## src/rtl/flush_ctrl.sv

```systemverilog
// Branch/JALR recovery sequencer: flushes the core, drains in-flight imem/dmem
// traffic, then hands the corrected PC to fetch over a valid/ready handshake.
module flush_ctrl #(
    parameter int CNT_W = 3
) (
    input  logic        clk,
    input  logic        rst,
    input  logic        br_flush,
    input  logic [31:0] br_addr,
    input  logic [63:0] br_order,
    input  logic        imem_req_issued,
    input  logic        imem_resp,
    input  logic        dmem_req_issued,
    input  logic        dmem_resp,
    input  logic        redirect_ready,
    output logic        flush_pipe,
    output logic        stall_frontend,
    output logic        discard_imem_resp,
    output logic        redirect_valid,
    output logic [31:0] redirect_pc,
    output logic        busy,
    output logic [31:0] flush_count,
    output logic [63:0] last_flush_order
);

    typedef enum logic [1:0] {IDLE, FLUSH, DRAIN, REDIRECT} state_t;

    localparam logic [CNT_W-1:0] CNT_MAX = '1;

    state_t           state;
    state_t           state_nxt;
    logic [CNT_W-1:0] imem_cnt;
    logic [CNT_W-1:0] dmem_cnt;
    logic             accept;

    // Overflow saturates and underflow is dropped; both are protocol errors upstream.
    function automatic logic [CNT_W-1:0] cnt_next(input logic [CNT_W-1:0] cnt,
                                                  input logic issue,
                                                  input logic resp);
        logic [CNT_W-1:0] r;
        r = cnt;
        if (issue && !resp && cnt != CNT_MAX)
            r = cnt + 1'b1;
        else if (resp && !issue && cnt != '0)
            r = cnt - 1'b1;
        return r;
    endfunction

    assign accept = (state == IDLE) && br_flush;

    always_ff @(posedge clk or negedge rst) begin
        if (!rst)
            state <= IDLE;
        else
            state <= state_nxt;
    end

    always_comb begin
        state_nxt = state;
        case (state)
            IDLE:     if (br_flush) state_nxt = FLUSH;
            FLUSH:    state_nxt = DRAIN;
            DRAIN:    if (imem_cnt == '0 && dmem_cnt == '0) state_nxt = REDIRECT;
            REDIRECT: if (redirect_ready) state_nxt = IDLE;
            default:  state_nxt = IDLE;
        endcase
    end

    always_comb begin
        flush_pipe        = (state == FLUSH);
        stall_frontend    = (state != IDLE);
        redirect_valid    = (state == REDIRECT);
        busy              = (state != IDLE);
        discard_imem_resp = imem_resp && (state != IDLE);
    end

    always_ff @(posedge clk or negedge rst) begin
        if (!rst) begin
            imem_cnt <= '0;
            dmem_cnt <= '0;
        end else begin
            imem_cnt <= cnt_next(imem_cnt, imem_req_issued, imem_resp);
            dmem_cnt <= cnt_next(dmem_cnt, dmem_req_issued, dmem_resp);
        end
    end

    // Redirect target and statistics only move when a flush is accepted in IDLE.
    always_ff @(posedge clk or negedge rst) begin
        if (!rst) begin
            redirect_pc      <= '0;
            flush_count      <= '0;
            last_flush_order <= '0;
        end else if (accept) begin
            redirect_pc      <= br_addr;
            flush_count      <= flush_count + 32'd1;
            last_flush_order <= br_order;
        end
    end

endmodule

```

## config.mk

```make
export PLATFORM = sky130hd
export DESIGN_NAME = flush_ctrl
export DESIGN_NICKNAME = d
export VERILOG_FILES = /design/src/rtl/flush_ctrl.sv
export SDC_FILE = /design/constraint.sdc
export NUM_CORES = 1
export LEC_CHECK = 0
export CELL_PAD_IN_SITES_DETAIL_PLACEMENT = 1
export CELL_PAD_IN_SITES_GLOBAL_PLACEMENT = 2
export CORE_MARGIN = 2
export CORE_UTILIZATION = 29
export CTS_CLUSTER_DIAMETER = 30
export DETAILED_ROUTE_END_ITERATION = 10
export HOLD_SLACK_MARGIN = 0.12
export PLACE_DENSITY_LB_ADDON = 0.25
export SYNTH_ARGS = -nofsm -noshare
export SYNTH_HDL_FRONTEND = slang
export SYNTH_SLANG_ARGS = --single-unit
```

## constraint.sdc

```tcl
create_clock -name clk -period 5.08 [get_ports clk]
set_clock_uncertainty 0.1 [all_clocks]
set_input_delay 1.524 -clock clk [delete_from_list [all_inputs] [get_ports clk]]
set_output_delay 1.524 -clock clk [all_outputs]
set_load 0.1 [all_outputs]
```

==> results.ini <==
[synth]
synth.distinct_cells = 40
syn-mean-instance-area_um2 = 13.6
synthesis.nets = 534
ys_async_sr_fraction_pct = 100
synth_top_area_share_pct = 59.1
ys_seq_area_share_pct = 59.1
synth_flop_cell = dfrtp_1
synth_area_leader_cell = dfrtp_1
synth_cells = 423
synth.area.top_cells = dfrtp_1 (59%), mux2_2 (19%), xnor2_1 (4.1%)
mappedNetlistArea_mm2 = 0.00576
synth_enable_flop_cells = 0
synth_warnings = 0
ys_ff_latch = 136

[sta]
finalSetupViolCount = 0
rsz0062_at_grt = no
tightest_slew_ns = 1.06
period_share_pct = 84.6
tns_ns = 0
slew_violations = 0
min_period_ns = 4.30
hold_viol = 0
fmax_mhz = 233
maxSlewHeadroom_pct = 29.0

[placement]
gp_congestion = 0.765
port_buffers = 236
hpwl_mm = 13.0

[clocking]
tritoncts = yes
holdBufCountCts = 0
clockRootBuffer = clkbuf_16
htreeDepth = 4
clkTransAtPathRegs_ns = 0.06
cts_resized = 0
clockBufferDepth = 2
cts_setup_buffers = 0
numClockSinks = 136
numCtsBuffers = 17
clk_latency_ns = 0.42

[route]
drt_iter0_drc = 119
drtAntennaViolNets = 0
drt-vias-per-instance = 4.55
route.detailed.wl_per_inst_um = 18.5
vias = 4268
drc = 0
first_pass_iters = 4
finalWirelength_mm = 17.3

[die]
pin_count = 237
dieWidth_um = 145
die_h_um = 145
die-area_mm2 = 0.0210
rows = 51
coreArea_mm2 = 0.0195
start_util_pct = 29.6

[cells_and_area]
layout_commonest_cell = clkdlybuf4s50_1
nFillCells = 1979
final_cell_mix = clkdlybuf4s50_1 (234), dfrtp_1 (136), mux2_2 (97)
area_growth_pct = 56.9
drive_gt1_share_pct = 21.1
final_net_count = 771

[hold_path]
hp-class = flop to flop

[critical_path]
path_delay_family = buffers and inverters
start_kind = primary input
slowest_stage = clkdlybuf4s50_1
crit_type = primary input to primary output
arrival_ns = 2.68
cp.required_ns = 3.46
slowest_delay_ns = 0.67
end_kind = primary output
crit_chain = clkdlybuf4s50_1, nor2b_1, buf_12
crit_fanout = 10
path_buf_inv = 2

[global_routing]
grt_pass1_wl_mm = 27.7
antenna_found_initial = 1
gr-total-overflow = 0
grt_usage_pct = 17.0
grt_pass1_vias = 4622
grt_start_max_net_pins = 86

[status]
status = completed

[flow_run]
cap_violations = 0

==> path summary, 6_finish.rpt <==
path / start / end / slack [ns] / cells past startpoint
min reg2reg: flush_count[31] / flush_count[31] / 0.39 / 1
max reg2reg: state[0] / last_flush_order[15] / 2.63 / 5
min: flush_count[31] / flush_count[31] / 0.39 / 1
max in group asynchronous: rst / redirect_pc[25] / 2.90 / 2
min in group asynchronous: rst / redirect_pc[13] / 1.06 / 1
max: imem_resp / discard_imem_resp / 0.78 / 3
==> cell usage after synthesis (2+ instances only) <==
master,n
a211oi_1,4
and3_1,4
a21oi_1,9
mux2i_1,2
xnor2_1,27
inv_1,10
mux2_2,97
nand3_1,15
nand2_1,10
nor2b_1,6
and2_1,4
nand4_1,19
nor2_1,14
o21ai_0,7
nor3_1,5
buf_2,12
xor2_1,5
nor3b_1,4
dfrtp_1,136
ha_1,5
clkbuf_1,7
and4_1,2
fa_1,2
==> registers in the layout, summed over array words and instances (netlist names) <==
name and flops:
imem_cnt 3, dmem_cnt 3, last_flush_order 64, flush_count 32, redirect_pc 32, state 2
==> metrics by stage <==
stage	cells	cell area [um2]	worst slack (ns)	utilization, %	hold WS (ns)
after global placement	906	8400	0.798	43.2	0.365
after floorplan	423	5760	0.296	-	0.434
after detailed placement	906	8400	0.776	43.2	0.388
final	938	9040	0.781	46.4	0.386
after CTS	937	9040	0.768	46.4	0.398
after global routing	938	9040	0.699	46.4	0.412
==> layer usage <==
metal  routed length [um]  track usage [%]  share of wire [%]  vias up
li1                     -                -                  -     1966
met5                    0                0                  0        -
met3                  898             5.41                5.2       19
met1                 7860             21.8                 45     2133
met4                  240             5.40                1.4        0
met2                 8310             27.3                 48      150
==> kinds of logic (layout without fill, tap and decap cells) <==
| logic type | after synthesis | after routing | share of synthesized area [%] |
|---|---|---|---|
| fa+ha+maj | 7 | 7 | 1.78 |
| xor+xnor | 32 | 32 | 4.86 |
| simple gates | 89 | 89 | 8.86 |
| mux | 100 | 100 | 19.6 |
| other cells | 0 | 1 | 0 |
| flops | 136 | 136 | 59.1 |
| buf+inv | 31 | 280 | 2.48 |
| compound gates | 28 | 28 | 3.41 |
==> cell type report <==
| cell class | count | area, um2 | area share (%) |
|---|---|---|---|
| Antenna cell | 1 | 2.50 | 0.0277 |
| Clock buffer | 20 | 467 | 5.16 |
| Clock inverter | 11 | 170 | 1.88 |
| Inverter | 10 | 37.5 | 0.415 |
| Multi-Input combinational cell | 256 | 2220 | 24.6 |
| Sequential cell | 136 | 3400 | 37.6 |
| Tap cell | 265 | 332 | 3.67 |
| Timing Repair Buffer | 239 | 2410 | 26.6 |
Power is left out: the tool's default activity adds up to more than one toggle a clock period on the data nets, which glitch-free logic cannot reach.
